==> src/rtl/frame_arbiter_if.sv <==
// -----------------------------------------------------------------------------
// frame_arbiter_if
//   One valid/ready/data beat stream. A beat moves on a cycle where valid and
//   ready are both high.
//   Signals:
//     valid  producer -> consumer  beat present
//     ready  consumer -> producer  beat can be taken
//     data   producer -> consumer  DATA_W-bit beat payload
//   Modports:
//     master  the producer side (drives valid/data, samples ready)
//     slave   the consumer side (samples valid/data, drives ready)
// -----------------------------------------------------------------------------
interface frame_arbiter_if #(
  parameter int DATA_W = 32
);
  logic              valid;
  logic              ready;
  logic [DATA_W-1:0] data;

  modport master (output valid, output data, input ready);
  modport slave  (input valid, input data, output ready);
endinterface

==> src/rtl/frame_arbiter.sv <==
// -----------------------------------------------------------------------------
// frame_arbiter
//   Shares one processing engine between two requesters at frame granularity.
//   A whole frame of FRAME_LEN beats is granted to one requester, the owner is
//   pushed into a tag FIFO when the frame's last beat enters the engine, and
//   result beats coming back from the engine are steered to the owner at the
//   FIFO head. The head tag is popped after FRAME_LEN result beats.
//
//   Optional feature macro: FRAME_ARB_STRICT_PRIO_EN
//     defined   : fixed priority, requester 0 wins every tie
//     undefined : round-robin, the requester that did not own the previous
//                 frame wins a tie (requester 0 wins the first tie)
//
//   Ports:
//     clock       in   clock
//     reset_n     in   asynchronous active-low reset
//     req0, req1  slave   requester input streams
//     eng_in      master  stream into the engine
//     eng_out     slave   stream out of the engine
//     rsp0, rsp1  master  result streams back to the requesters
//     in_flight   out  frames issued to the engine and not yet fully returned
//     err_orphan  out  sticky: engine offered a beat while no tag was pending
// -----------------------------------------------------------------------------
module frame_arbiter #(
  parameter int DATA_W    = 32,
  parameter int FRAME_LEN = 10,
  parameter int TAG_DEPTH = 4
) (
  input  logic                       clock,
  input  logic                       reset_n,
  frame_arbiter_if.slave             req0,
  frame_arbiter_if.slave             req1,
  frame_arbiter_if.master            eng_in,
  frame_arbiter_if.slave             eng_out,
  frame_arbiter_if.master            rsp0,
  frame_arbiter_if.master            rsp1,
  output logic [$clog2(TAG_DEPTH):0] in_flight,
  output logic                       err_orphan
);

  localparam int CNT_W = (FRAME_LEN > 1) ? $clog2(FRAME_LEN) : 1;
  localparam int PTR_W = (TAG_DEPTH > 1) ? $clog2(TAG_DEPTH) : 1;

  localparam logic [CNT_W-1:0] BEAT_LAST = CNT_W'(FRAME_LEN - 1);
  localparam logic [PTR_W:0]   OCC_FULL  = (PTR_W + 1)'(TAG_DEPTH);
  localparam logic [PTR_W:0]   OCC_EMPTY = (PTR_W + 1)'(0);

  typedef enum logic [0:0] {
    ARB_IDLE = 1'b0,
    ARB_XFER = 1'b1
  } arb_state_e;

  arb_state_e        state_r;
  arb_state_e        state_next_s;

  logic              grant_r;
  logic              win_s;
  logic [CNT_W-1:0]  beat_cnt_r;
  logic [CNT_W-1:0]  ret_cnt_r;

  logic              tag_mem_r [TAG_DEPTH];
  logic [PTR_W-1:0]  wr_ptr_r;
  logic [PTR_W-1:0]  rd_ptr_r;
  logic [PTR_W:0]    occ_r;
  logic              err_orphan_r;

  logic              fifo_full_s;
  logic              fifo_empty_s;
  logic              grant_take_s;
  logic              eng_in_xfer_s;
  logic              ret_xfer_s;
  logic              push_s;
  logic              pop_s;
  logic              head_s;

  logic              eng_in_valid_s;
  logic [DATA_W-1:0] eng_in_data_s;
  logic              req0_ready_s;
  logic              req1_ready_s;
  logic              rsp0_valid_s;
  logic              rsp1_valid_s;
  logic              eng_out_ready_s;

`ifndef FRAME_ARB_STRICT_PRIO_EN
  logic              last_grant_r;
`endif

  assign fifo_full_s   = (occ_r == OCC_FULL);
  assign fifo_empty_s  = (occ_r == OCC_EMPTY);
  // A new frame is only started when a tag slot is free for it.
  assign grant_take_s  = (state_r == ARB_IDLE) && !fifo_full_s &&
                         (req0.valid || req1.valid);
  assign eng_in_xfer_s = eng_in_valid_s && eng_in.ready;
  assign push_s        = eng_in_xfer_s && (beat_cnt_r == BEAT_LAST);
  assign ret_xfer_s    = !fifo_empty_s && eng_out.valid && eng_out.ready;
  assign pop_s         = ret_xfer_s && (ret_cnt_r == BEAT_LAST);
  assign head_s        = tag_mem_r[rd_ptr_r];

  // Tie-break between the two requesters for the next frame.
  always_comb begin
`ifdef FRAME_ARB_STRICT_PRIO_EN
    if (req0.valid) begin
      win_s = 1'b0;
    end else begin
      win_s = 1'b1;
    end
`else
    if (req0.valid && req1.valid) begin
      win_s = ~last_grant_r;
    end else if (req0.valid) begin
      win_s = 1'b0;
    end else begin
      win_s = 1'b1;
    end
`endif
  end

  // Issue FSM state register.
  always_ff @(posedge clock or negedge reset_n) begin
    if (!reset_n) begin
      state_r <= ARB_IDLE;
    end else begin
      state_r <= state_next_s;
    end
  end

  // Issue FSM next-state logic: a frame ends only on its last accepted beat.
  always_comb begin
    state_next_s = state_r;
    case (state_r)
      ARB_IDLE: begin
        if (grant_take_s) begin
          state_next_s = ARB_XFER;
        end else begin
          state_next_s = ARB_IDLE;
        end
      end
      ARB_XFER: begin
        if (push_s) begin
          state_next_s = ARB_IDLE;
        end else begin
          state_next_s = ARB_XFER;
        end
      end
      default: begin
        state_next_s = ARB_IDLE;
      end
    endcase
  end

  // Issue FSM outputs: connect the granted requester to the engine input.
  always_comb begin
    eng_in_valid_s = 1'b0;
    req0_ready_s   = 1'b0;
    req1_ready_s   = 1'b0;
    eng_in_data_s  = grant_r ? req1.data : req0.data;
    case (state_r)
      ARB_XFER: begin
        if (grant_r) begin
          eng_in_valid_s = req1.valid;
          req1_ready_s   = eng_in.ready;
        end else begin
          eng_in_valid_s = req0.valid;
          req0_ready_s   = eng_in.ready;
        end
      end
      default: begin
        eng_in_valid_s = 1'b0;
        req0_ready_s   = 1'b0;
        req1_ready_s   = 1'b0;
      end
    endcase
  end

  // Grant, round-robin history and beat counter of the frame being issued.
  always_ff @(posedge clock or negedge reset_n) begin
    if (!reset_n) begin
      grant_r      <= 1'b0;
      beat_cnt_r   <= CNT_W'(0);
`ifndef FRAME_ARB_STRICT_PRIO_EN
      last_grant_r <= 1'b1;
`endif
    end else begin
      if (grant_take_s) begin
        grant_r <= win_s;
      end
      if (push_s) begin
        beat_cnt_r   <= CNT_W'(0);
`ifndef FRAME_ARB_STRICT_PRIO_EN
        last_grant_r <= grant_r;
`endif
      end else if (eng_in_xfer_s) begin
        beat_cnt_r <= beat_cnt_r + CNT_W'(1);
      end
    end
  end

  // Tag FIFO: owner of each issued frame, oldest at the read pointer.
  always_ff @(posedge clock or negedge reset_n) begin
    if (!reset_n) begin
      for (int i = 0; i < TAG_DEPTH; i++) begin
        tag_mem_r[i] <= 1'b0;
      end
      wr_ptr_r <= PTR_W'(0);
      rd_ptr_r <= PTR_W'(0);
      occ_r    <= OCC_EMPTY;
    end else begin
      if (push_s) begin
        tag_mem_r[wr_ptr_r] <= grant_r;
        wr_ptr_r            <= wr_ptr_r + PTR_W'(1);
      end
      if (pop_s) begin
        rd_ptr_r <= rd_ptr_r + PTR_W'(1);
      end
      case ({push_s, pop_s})
        2'b10:   occ_r <= occ_r + (PTR_W + 1)'(1);
        2'b01:   occ_r <= occ_r - (PTR_W + 1)'(1);
        default: occ_r <= occ_r;
      endcase
    end
  end

  // Return beat counter of the frame at the FIFO head.
  always_ff @(posedge clock or negedge reset_n) begin
    if (!reset_n) begin
      ret_cnt_r <= CNT_W'(0);
    end else if (pop_s) begin
      ret_cnt_r <= CNT_W'(0);
    end else if (ret_xfer_s) begin
      ret_cnt_r <= ret_cnt_r + CNT_W'(1);
    end
  end

  // Sticky flag: engine offered a result while nothing was outstanding.
  always_ff @(posedge clock or negedge reset_n) begin
    if (!reset_n) begin
      err_orphan_r <= 1'b0;
    end else if (fifo_empty_s && eng_out.valid) begin
      err_orphan_r <= 1'b1;
    end
  end

  // Return path: pass the engine stream straight through to the head owner.
  always_comb begin
    rsp0_valid_s    = 1'b0;
    rsp1_valid_s    = 1'b0;
    eng_out_ready_s = 1'b0;
    if (!fifo_empty_s) begin
      if (head_s) begin
        rsp1_valid_s    = eng_out.valid;
        eng_out_ready_s = rsp1.ready;
      end else begin
        rsp0_valid_s    = eng_out.valid;
        eng_out_ready_s = rsp0.ready;
      end
    end else begin
      rsp0_valid_s    = 1'b0;
      rsp1_valid_s    = 1'b0;
      eng_out_ready_s = 1'b0;
    end
  end

  assign eng_in.valid  = eng_in_valid_s;
  assign eng_in.data   = eng_in_data_s;
  assign req0.ready    = req0_ready_s;
  assign req1.ready    = req1_ready_s;
  assign rsp0.valid    = rsp0_valid_s;
  assign rsp1.valid    = rsp1_valid_s;
  assign rsp0.data     = eng_out.data;
  assign rsp1.data     = eng_out.data;
  assign eng_out.ready = eng_out_ready_s;
  assign in_flight     = occ_r;
  assign err_orphan    = err_orphan_r;

endmodule
==> src/flat_wrapper.sv <==
// flat-port wrapper written by rule: the top's interface ports become plain ports
module frame_arbiter_flat 
#(
  parameter int DATA_W    = 32,
  parameter int FRAME_LEN = 10,
  parameter int TAG_DEPTH = 4
)
  (clock, reset_n, in_flight, err_orphan, req0_valid, req0_data, req0_ready, req1_valid, req1_data, req1_ready, eng_in_valid, eng_in_data, eng_in_ready, eng_out_valid, eng_out_data, eng_out_ready, rsp0_valid, rsp0_data, rsp0_ready, rsp1_valid, rsp1_data, rsp1_ready);
  frame_arbiter_if #(.DATA_W(DATA_W)) req0_i ();
  frame_arbiter_if #(.DATA_W(DATA_W)) req1_i ();
  frame_arbiter_if #(.DATA_W(DATA_W)) eng_in_i ();
  frame_arbiter_if #(.DATA_W(DATA_W)) eng_out_i ();
  frame_arbiter_if #(.DATA_W(DATA_W)) rsp0_i ();
  frame_arbiter_if #(.DATA_W(DATA_W)) rsp1_i ();
  input  logic clock;
  input  logic reset_n;
  output logic [$clog2(TAG_DEPTH):0] in_flight;
  output logic err_orphan;
  input wire logic [$bits(req0_i.valid)-1:0] req0_valid;
  input wire logic [$bits(req0_i.data)-1:0] req0_data;
  output wire logic [$bits(req0_i.ready)-1:0] req0_ready;
  input wire logic [$bits(req1_i.valid)-1:0] req1_valid;
  input wire logic [$bits(req1_i.data)-1:0] req1_data;
  output wire logic [$bits(req1_i.ready)-1:0] req1_ready;
  output wire logic [$bits(eng_in_i.valid)-1:0] eng_in_valid;
  output wire logic [$bits(eng_in_i.data)-1:0] eng_in_data;
  input wire logic [$bits(eng_in_i.ready)-1:0] eng_in_ready;
  input wire logic [$bits(eng_out_i.valid)-1:0] eng_out_valid;
  input wire logic [$bits(eng_out_i.data)-1:0] eng_out_data;
  output wire logic [$bits(eng_out_i.ready)-1:0] eng_out_ready;
  output wire logic [$bits(rsp0_i.valid)-1:0] rsp0_valid;
  output wire logic [$bits(rsp0_i.data)-1:0] rsp0_data;
  input wire logic [$bits(rsp0_i.ready)-1:0] rsp0_ready;
  output wire logic [$bits(rsp1_i.valid)-1:0] rsp1_valid;
  output wire logic [$bits(rsp1_i.data)-1:0] rsp1_data;
  input wire logic [$bits(rsp1_i.ready)-1:0] rsp1_ready;
  assign req0_i.valid = req0_valid;
  assign req0_i.data = req0_data;
  assign req0_ready = req0_i.ready;
  assign req1_i.valid = req1_valid;
  assign req1_i.data = req1_data;
  assign req1_ready = req1_i.ready;
  assign eng_in_valid = eng_in_i.valid;
  assign eng_in_data = eng_in_i.data;
  assign eng_in_i.ready = eng_in_ready;
  assign eng_out_i.valid = eng_out_valid;
  assign eng_out_i.data = eng_out_data;
  assign eng_out_ready = eng_out_i.ready;
  assign rsp0_valid = rsp0_i.valid;
  assign rsp0_data = rsp0_i.data;
  assign rsp0_i.ready = rsp0_ready;
  assign rsp1_valid = rsp1_i.valid;
  assign rsp1_data = rsp1_i.data;
  assign rsp1_i.ready = rsp1_ready;
  frame_arbiter #(.DATA_W(DATA_W), .FRAME_LEN(FRAME_LEN), .TAG_DEPTH(TAG_DEPTH)) u_core (.clock(clock), .reset_n(reset_n), .req0(req0_i), .req1(req1_i), .eng_in(eng_in_i), .eng_out(eng_out_i), .rsp0(rsp0_i), .rsp1(rsp1_i), .in_flight(in_flight), .err_orphan(err_orphan));
endmodule
==> config.mk <==
export PLATFORM = sky130hd
export DESIGN_NAME = frame_arbiter_flat
export DESIGN_NICKNAME = d
export VERILOG_FILES = /design/src/rtl/frame_arbiter_if.sv /design/src/rtl/frame_arbiter.sv /design/src/flat_wrapper.sv
export SDC_FILE = /design/constraint.sdc
export NUM_CORES = 1
export LEC_CHECK = 0
export BUFFER_PORTS_ARGS = -buffer_cell sky130_fd_sc_hd__buf_4
export CAP_MARGIN = 20
export CORE_AREA = 2 2 81 83
export DETAILED_ROUTE_END_ITERATION = 8
export DIE_AREA = 0 0 83 85
export PLACE_DENSITY = 0.86
export SKIP_CTS_REPAIR_TIMING = 1
export SLEW_MARGIN = 20
export SYNTH_ARGS = -nofsm -noshare
export SYNTH_HDL_FRONTEND = slang
export SYNTH_SLANG_ARGS = --single-unit
==> constraint.sdc <==
create_clock -name clock -period 3.2 [get_ports clock]
set_input_delay 0.16 -clock clock [delete_from_list [all_inputs] [get_ports clock]]
set_output_delay 0.16 -clock clock [all_outputs]
set_load 0.02 [all_outputs]
## Word-level counts from Yosys, hierarchy flattened

Cells that the tools add are included.

- Register bits after elaboration: 23
- Logic and storage cells: 77
- Input port bits: 104

- Add/subtract/negate cells: 6
- Equal/unequal tests: 5
- Reductions and logical operators: 17
- Multiplexer cells: 29
- Bitwise operators: 4
- $lt $le $gt $ge: 3

Operators by type and width:

| cell | count |
|---|---|
| $mux W32 | 1 |
| $mux W1 | 19 |
| $mux W4 | 4 |
| $logic_and A1 B1 Y1 | 10 |
| $add A4 B1 Y4 const B | 2 |
| $eq A4 B4 Y1 const B | 2 |
| $ge A3 B3 Y1 const B | 2 |
| $not A2 Y3 | 2 |
| $pmux W3 S2 | 1 |
| $reduce_bool A2 Y1 | 3 |
| $add A2 B1 Y2 const B | 2 |
| $bwmux W4 | 1 |
| $add A3 B1 Y3 const B | 1 |
| $eq A3 B3 Y1 const B | 1 |
| $logic_not A3 Y1 | 1 |
| $lt A3 B1 Y1 const B | 1 |
| $sub A3 B1 Y3 const B | 1 |
| $bmux W1 S2 | 1 |
| $demux W1 S2 | 1 |
| $eq A2 B1 Y1 const B | 1 |
| $eq A2 B2 Y1 const B | 1 |
| $logic_not A1 Y1 | 2 |
| $not A1 Y1 | 2 |
| $pmux W1 S2 | 1 |
| $logic_or A1 B1 Y1 | 1 |

## Logic depth before layout (Yosys ltp)

Gate-level depths: netlist of the first run.

- Word-level depth: 10
- Depth in mapped cells: 10
- Depth with buffers taken out: 10

## Worst setup path after synthesis of the first run

OpenSTA, ideal clock, no wires.

- Path kind: flip-flop to flip-flop
- Start point: register u_core.rd_ptr_r[0]
- End point: register u_core.occ_r[1] (netlist: u_core.in_flight[1])
- Clock period less this slack: 2.415 ns
- Setup time: 0.125 ns
- Cell stages (with the launch flop): 7
- Path slack: 0.785 ns
- Arrival: 2.291 ns
- Cells stage by stage: dfrtp_1 mux4_2 mux2i_4 nor3b_2 ha_1 fa_1 mux2_2

- Cells in the longest elaborated chain, start to end: 10

Ends and longest elaborated chain:

| what | RTL line | text |
|---|---|---|
| start, declared | frame_arbiter.sv:63 | `logic [PTR_W-1:0] rd_ptr_r;` |
| start signal, assigned | frame_arbiter.sv:213 | `rd_ptr_r <= rd_ptr_r + PTR_W'(1);` |
| $not A2 Y3 (implied by the code) (*) | frame_arbiter.sv:97 | `assign head_s = tag_mem_r[rd_ptr_r];` |
| $bmux W1 S2 (*) | frame_arbiter.sv:97 |  |
| $mux W1 (implied by the code) (*) (2 in series) | frame_arbiter.sv:97 |  |
| $mux W1 (*) | frame_arbiter.sv:249 | `if (head_s) begin` |
| $mux W1 (*) | frame_arbiter.sv:248 | `if (!fifo_empty_s) begin` |
| $logic_and A1 B1 Y1 (*) | frame_arbiter.sv:95 | `assign ret_xfer_s = !fifo_empty_s && eng_out.valid && eng_out.ready;` |
| $logic_and A1 B1 Y1 (*) | frame_arbiter.sv:96 | `assign pop_s = ret_xfer_s && (ret_cnt_r == BEAT_LAST);` |
| $eq A2 B1 Y1 or $eq A2 B2 Y1 (tied branches) | frame_arbiter.sv:215 | `case ({push_s, pop_s})` |
| $pmux W3 S2 or $reduce_bool A2 Y1 (tied branches) | - |  |
| end signal, assigned | frame_arbiter.sv:216 | `2'b10: occ_r <= occ_r + (PTR_W + 1)'(1);` |
| end signal, assigned | frame_arbiter.sv:217 | `2'b01: occ_r <= occ_r - (PTR_W + 1)'(1);` |
| end signal, assigned | frame_arbiter.sv:218 | `default: occ_r <= occ_r;` |
| end, declared | frame_arbiter.sv:64 | `logic [PTR_W:0] occ_r;` |

Every way passes the cells marked *; elsewhere a longest branch is shown, timed or not. The select of a mux whose other input is x is not followed.
A chain may end at the register's enable or synchronous reset.

## Worst setup path in the final report of the first run

Ends and elaborated chain as after synthesis.

==> flow_summary.ini, run 1 <==
[critical_path]
cp-end-kind = flip-flop
crit_type = flip-flop to flip-flop
cp-start-kind = flip-flop
rrSetupSlack_ns = 0.65
r2r_cells = 6
critPathRequiredTime_ns = 3.34
crit_arrival_ns = 2.70
crit_fanout = 8
r2r-end = u_core.in_flight[1]$_DFFE_PN0P_
rr_startpoint = u_core.rd_ptr_r[0]$_DFFE_PN0N_

[sta]
worst_pin_slew_ns = 0.4586
finalSetupViolations = 0
drv_slew = 0
hold_viol = 0
hold-worst-slack_ns = 0.1136
finalSetupTns_ns = 0
max_freq_mhz = 391.5
rsz0062_at_grt = no
clock_skew_ns = 0.001665
slew_headroom_pct = 69.42
min_period_ns = 2.554
fin_crit_sh_pct = 79.82

[logic_synthesis]
ys.flop_type = dfrtp_1
yosys-top-cells-area = dfrtp_1 (26%), buf_4 (23%), mux2_2 (18%), ha_1 (5.3%), mux2_1 (2.7%)
ys_async_sr_fraction_pct = 100.0
synth_top_area_cell = dfrtp_1
ys_top_cells_by_count = buf_4 (64), mux2_2 (34), dfrtp_1 (22), nand2_1 (11), nor2_1 (11)
avgSynthCellArea_um2 = 9.893
yosysMostFrequentCell = buf_4
syn_nets = 328
yosys_warnings = 0
synth_edf_count = 0
yosys.cell_types.count = 37
synth_area_mm2 = 0.002117
yosysTopAreaCellShare_pct = 26.00
ys_seq_area_share_pct = 27.25
synth-seq-cells = 23
synthCells = 214

[die]
die_y_um = 85
num_io_pins = 210
dieArea_mm2 = 0.007055
start_util_pct = 34.12
core_area_mm2 = 0.006205
die_w_um = 83
rows = 29

[hold_path]
hp-start = eng_out_valid
hold_depth = 2
hold_end = u_core.err_orphan$_DFFE_PN0P_
hold_path_class = input port to flip-flop

[cells_and_area]
syn_to_final_growth_pct = 24.11
nets = 379
fin_util_pct = 42.35
post-route-cell-area_mm2 = 0.002628
antenna_cells = 0
drive_gt1_share_pct = 60.98

[clock_tree]
clkTransAtPathRegs_ns = 0.08
root_buffer = clkbuf_8
clockBufferDepth = 2
cts_sinks = 23
h-tree-depth = 1
cts_buffers = 3
cts_tree = done
insertion_delay_ns = 0.25

[detailed_routing]
routed_wl_um = 4606
wire_per_inst_um = 13.51
drtIter0Drc = 29
via_count = 1606
drtPass1Iterations = 4
ant_nets = 0
remaining_drc_errors = 0
via_per_inst = 4.710

[power]
power_density_mw_per_mm2 = 663.7
ir_drop_mv = 0.4947
p_leak_nw = 1.300
power_mw = 1.744

[place]
place_hpwl_um = 3748
port_buffers = 113
dpl_cell_area_mm2 = 0.002572
gp_congestion = 0.7839

[grt]
grt_pass1_vias = 1603
grt_pass1_wl_um = 7452
antenna_found_initial = 0
grt_usage_pct = 12.24
grt-ovfl-total = 0
grt_max_degree = 41

[job]
cap_viol_max_count = 0

[outcome]
outcome = finished clean
sequential cells by signal (all words and copies together), names as in the netlist:
name / flops
u_core.wr_ptr_r: 2
u_core.state_r: 1
u_core.grant_r: 1
u_core.err_orphan: 1
u_core.in_flight: 3
u_core.ret_cnt_r: 4
u_core.tag_mem_r: 4
u_core.last_grant_r: 1
u_core.rd_ptr_r: 2
u_core.beat_cnt_r: 4
critical path, cell delays in order, from the launching register on:
cell and delay [ns]:
dfrtp_1 0.41, mux4_2 0.58, mux2i_4 0.26, nor3b_2 0.25
ha_1 0.24, fa_1 0.42, mux2_2 0.28
worst max-delay path by stage:
stage,start,end,slack (ns)
finish,u_core.rd_ptr_r[0]$_DFFE_PN0N_,u_core.in_flight[1]$_DFFE_PN0P_,0.65
detailed placement,u_core.rd_ptr_r[0]$_DFFE_PN0N_,u_core.in_flight[1]$_DFFE_PN0P_,0.65
global route,u_core.rd_ptr_r[0]$_DFFE_PN0N_,u_core.in_flight[2]$_DFFE_PN0P_,0.50
floorplan,u_core.rd_ptr_r[0]$_DFFE_PN0N_,u_core.in_flight[1]$_DFFE_PN0P_,0.78
CTS,u_core.rd_ptr_r[0]$_DFFE_PN0N_,u_core.in_flight[1]$_DFFE_PN0P_,0.63
global placement,u_core.rd_ptr_r[0]$_DFFE_PN0N_,u_core.in_flight[1]$_DFFE_PN0P_,0.71
per-stage QoR:
step,setup WS [ns],instances
after floorplan,0.7845,214
after global placement,0.7075,336
after detailed placement,0.6521,336
after CTS,0.6301,340
after global routing,0.4958,341
final,0.6459,341
power breakdown:
part / internal (mW) / total, mW / switching (mW)
combinational: 0.549 / 1.09 / 0.545
clock: 0.0885 / 0.175 / 0.0863
sequential: 0.382 / 0.476 / 0.0932
total: 1.02 / 1.74 / 0.724
kinds of logic after synthesis:
family / share of synthesized area, %
flops: 27.25
mux: 24.76
simple gates: 10.11
fa+ha+maj: 6.265
compound gates: 4.078
xor+xnor: 2.483
buf+inv: 25.06
area by class of cell:
class | instances | area [µm²]
inverter | 7 | 26.28
timing repair buffer | 116 | 873.3
fill | 580 | 3577
multi-input combinational | 114 | 1010
clock buffer | 4 | 45.04
tap | 77 | 96.34
sequential | 23 | 576.8
layout by cell type, fill, tap and decap left out, types with 3 or more instances in the layout:
| cell | count |
|---|---|
| nand2_1 | 11 |
| nor2_1 | 11 |
| ha_1 | 9 |
| xnor2_1 | 3 |
| mux2_1 | 5 |
| dfrtp_1 | 22 |
| xor2_1 | 3 |
| inv_1 | 7 |
| nor3_1 | 3 |
| nor3b_2 | 3 |
| o21ai_0 | 5 |
| mux2_2 | 34 |
| clkbuf_8 | 3 |
| buf_4 | 115 |
metal layers:
layer | track usage, % | wire [µm]
met1 | 13.23 | 1709
met5 | 0 | 0
met2 | 24.19 | 2407
met4 | 1.043 | 12
met3 | 3.794 | 477
(Power assumes the default switching activity.)
==> inputs of run 2 (changes only) <==
--- a/config.mk
+++ b/config.mk
@@ -5,11 +5,12 @@
 export SDC_FILE = /design/constraint.sdc
 export NUM_CORES = 1
 export LEC_CHECK = 0
+export ABC_AREA = 1
 export BUFFER_PORTS_ARGS = -buffer_cell sky130_fd_sc_hd__buf_4
 export CAP_MARGIN = 20
-export CORE_AREA = 2 2 81 83
+export CORE_AREA = 2 2 82 84
 export DETAILED_ROUTE_END_ITERATION = 8
-export DIE_AREA = 0 0 83 85
+export DIE_AREA = 0 0 84 86
 export PLACE_DENSITY = 0.86
 export SKIP_CTS_REPAIR_TIMING = 1
 export SLEW_MARGIN = 20
==> constraint.sdc (replaced) <==
create_clock -name clock -period 2.4 [get_ports clock]
set_input_delay 0.12 -clock clock [delete_from_list [all_inputs] [get_ports clock]]
set_output_delay 0.12 -clock clock [all_outputs]
set_load 0.02 [all_outputs]
==> flow_summary.ini, run 2 <==
[sta]
finalSetupTns_ns = 0
slew_headroom_pct = 74.64
worst_pin_slew_ns = 0.3804
finalSetupViolations = 0
clock_skew_ns = 0.007802
hold_viol = 0
hold-worst-slack_ns = 0.05367
min_period_ns = 2.337
drv_slew = 0
fin_crit_sh_pct = 97.37
max_freq_mhz = 427.9

[clock_tree]
cts_tree = done
clockBufferDepth = 2
cts_sinks = 23
root_buffer = clkbuf_8
h-tree-depth = 1
clkTransAtPathRegs_ns = 0.09
insertion_delay_ns = 0.28
cts_buffers = 3

[logic_synthesis]
ys_top_cells_by_count = nand2_1 (130), buf_4 (64), dfrtp_1 (22), inv_1 (15), ha_1 (9)
yosys_warnings = 0
ys_seq_area_share_pct = 26.52
synthAdderAreaFrac_pct = 6.099
yosysTopAreaCellShare_pct = 25.32
synth_mux_area_share_pct = 0.9781
syn_nets = 427
synth_edf_count = 0
synth-simple-area-share_pct = 31.19
synth_top_family_by_area = simple AND/OR/NAND/NOR gates
ys.flop_type = dfrtp_1
avgSynthCellArea_um2 = 6.948
synthCells = 313
synth_area_mm2 = 0.002175
ys_async_sr_fraction_pct = 100.0
synth_compound_area_share_pct = 5.524
yosys-top-cells-area = dfrtp_1 (25%), nand2_1 (22%), buf_4 (22%), ha_1 (5.2%), inv_1 (2.6%)
yosys.cell_types.count = 31
synth_top_area_cell = dfrtp_1
synth-seq-cells = 23
synth-xor-area-share_pct = 2.417
yosysMostFrequentCell = nand2_1

[power]
p_leak_nw = 1.610
power_mw = 2.970
ir_drop_mv = 0.6561
power_density_mw_per_mm2 = 1081

[die]
rows = 29
die_w_um = 84
dieArea_mm2 = 0.007224
core_area_mm2 = 0.006277
start_util_pct = 34.64
die_y_um = 86
num_io_pins = 210

[job]
cap_viol_max_count = 0

[cells_and_area]
fin_util_pct = 43.77
syn_to_final_growth_pct = 26.35
antenna_cells = 0
nets = 482
top_regs = u_core.beat_cnt_r: 4 flops, u_core.ret_cnt_r: 4 flops, u_core.tag_mem_r: 4 flops
final_common_cell = nand2_1
final_cell_mix = nand2_1 (128), buf_4 (121), dfrtp_1 (21)
layoutNonFillerInstCount = 444
drive_gt1_share_pct = 40.87

[critical_path]
crit_fanout = 4
r2r_cells = 10
crit_arrival_ns = 2.49
cp-start-kind = flip-flop
critPathRequiredTime_ns = 2.55
cp-end-kind = flip-flop
crit_type = flip-flop to flip-flop

[detailed_routing]
routed_wl_um = 6917
ant_nets = 0
wire_per_inst_um = 15.58
via_per_inst = 4.498
drtPass1Iterations = 4
via_count = 1997
remaining_drc_errors = 0
drtIter0Drc = 39

[grt]
grt_usage_pct = 17.62
grt_pass1_wl_um = 9880
grt_max_degree = 39
grt-ovfl-total = 0
grt_pass1_vias = 1914
antenna_found_initial = 0

[place]
gp_congestion = 0.8174
placed_cells = 436
port_buffers = 113
place_hpwl_um = 5724

[outcome]
outcome = finished clean

[hold_path]
hold_path_class = input port to flip-flop
hold_depth = 2
==> run 2: cell count changes in the layout (fill, tap and decap cells not counted), sizes merged, moves of 5 or more <==
cell,before,now
o21ai,7,13
buf,115,121
inv,7,19
nand2,11,135
nand3,2,7
mux2,41,1
==> run 2: worst paths after layout <==
kind	from	end	slack [ns]
max	u_core.in_flight[1]$_DFFE_PN0P_	u_core.in_flight[2]$_DFFE_PN0P_	0.06
min	eng_out_valid	u_core.err_orphan$_DFFE_PN0P_	0.05
max reg2reg	u_core.in_flight[1]$_DFFE_PN0P_	u_core.in_flight[2]$_DFFE_PN0P_	0.06
min reg2reg	u_core.err_orphan$_DFFE_PN0P_	u_core.err_orphan$_DFFE_PN0P_	0.48
max in group asynchronous	reset_n	u_core.last_grant_r$_DFFE_PN1P_	1.84
min in group asynchronous	reset_n	u_core.ret_cnt_r[1]$_DFFE_PN0P_	0.27
==> run 2: stage by stage <==
stage / area, µm² / setup WS (ns)
after floorplan: 2175 / 0.1215
after global placement: 2635 / 0.1849
after detailed placement: 2635 / 0.1117
after CTS: 2681 / 0.08085
after global routing: 2748 / -0.05524
final: 2748 / 0.06303
==> run 2: kinds of logic after synthesis <==
group / after synthesis
compound gates: 20
buf+inv: 91
xor+xnor: 6
flops: 23
simple gates: 161
mux: 2
fa+ha+maj: 10
==> run 2: metal layers <==
| metal | up-vias | GRT usage, % | part of all wire, % |
|---|---|---|---|
| met5 | - | 0 | 0 |
| met1 | 867 | 15.88 | 30 |
| li1 | 1006 | - | - |
| met3 | 25 | 17.32 | 21 |
| met4 | 0 | 6.452 | 2.3 |
| met2 | 99 | 27.35 | 46 |
==> run 2: layout make-up <==
| cell class | instances | area [µm²] |
|---|---|---|
| clock inverters | 1 | 5.005 |
| fillers | 632 | 3530 |
| clock buffers | 3 | 41.29 |
| flip-flops and latches | 23 | 578.1 |
| multi-input cells | 199 | 1037 |
| well taps | 77 | 96.34 |
| inverters | 19 | 71.32 |
| repair buffers | 122 | 918.4 |
==> run 2: power by group <==
part,total [mW],internal [mW],leakage [nW],switching (mW)
Clock,0.254,0.116,0.0255,0.138
Combinational,2.01,0.825,1.30,1.19
Sequential,0.704,0.551,0.282,0.153
Total,2.97,1.49,1.61,1.48
==> run 2: worst max-delay path, stage by stage, from the launching register on <==
cell and delay (ns):
dfrtp_1 0.43, or2_2 0.35, nor2_4 0.13, nor2_1 0.08, nand3_2 0.10, inv_1 0.05, ha_1 0.21, fa_1 0.40
a21oi_1 0.15, o21ai_0 0.14, xor2_1 0.16
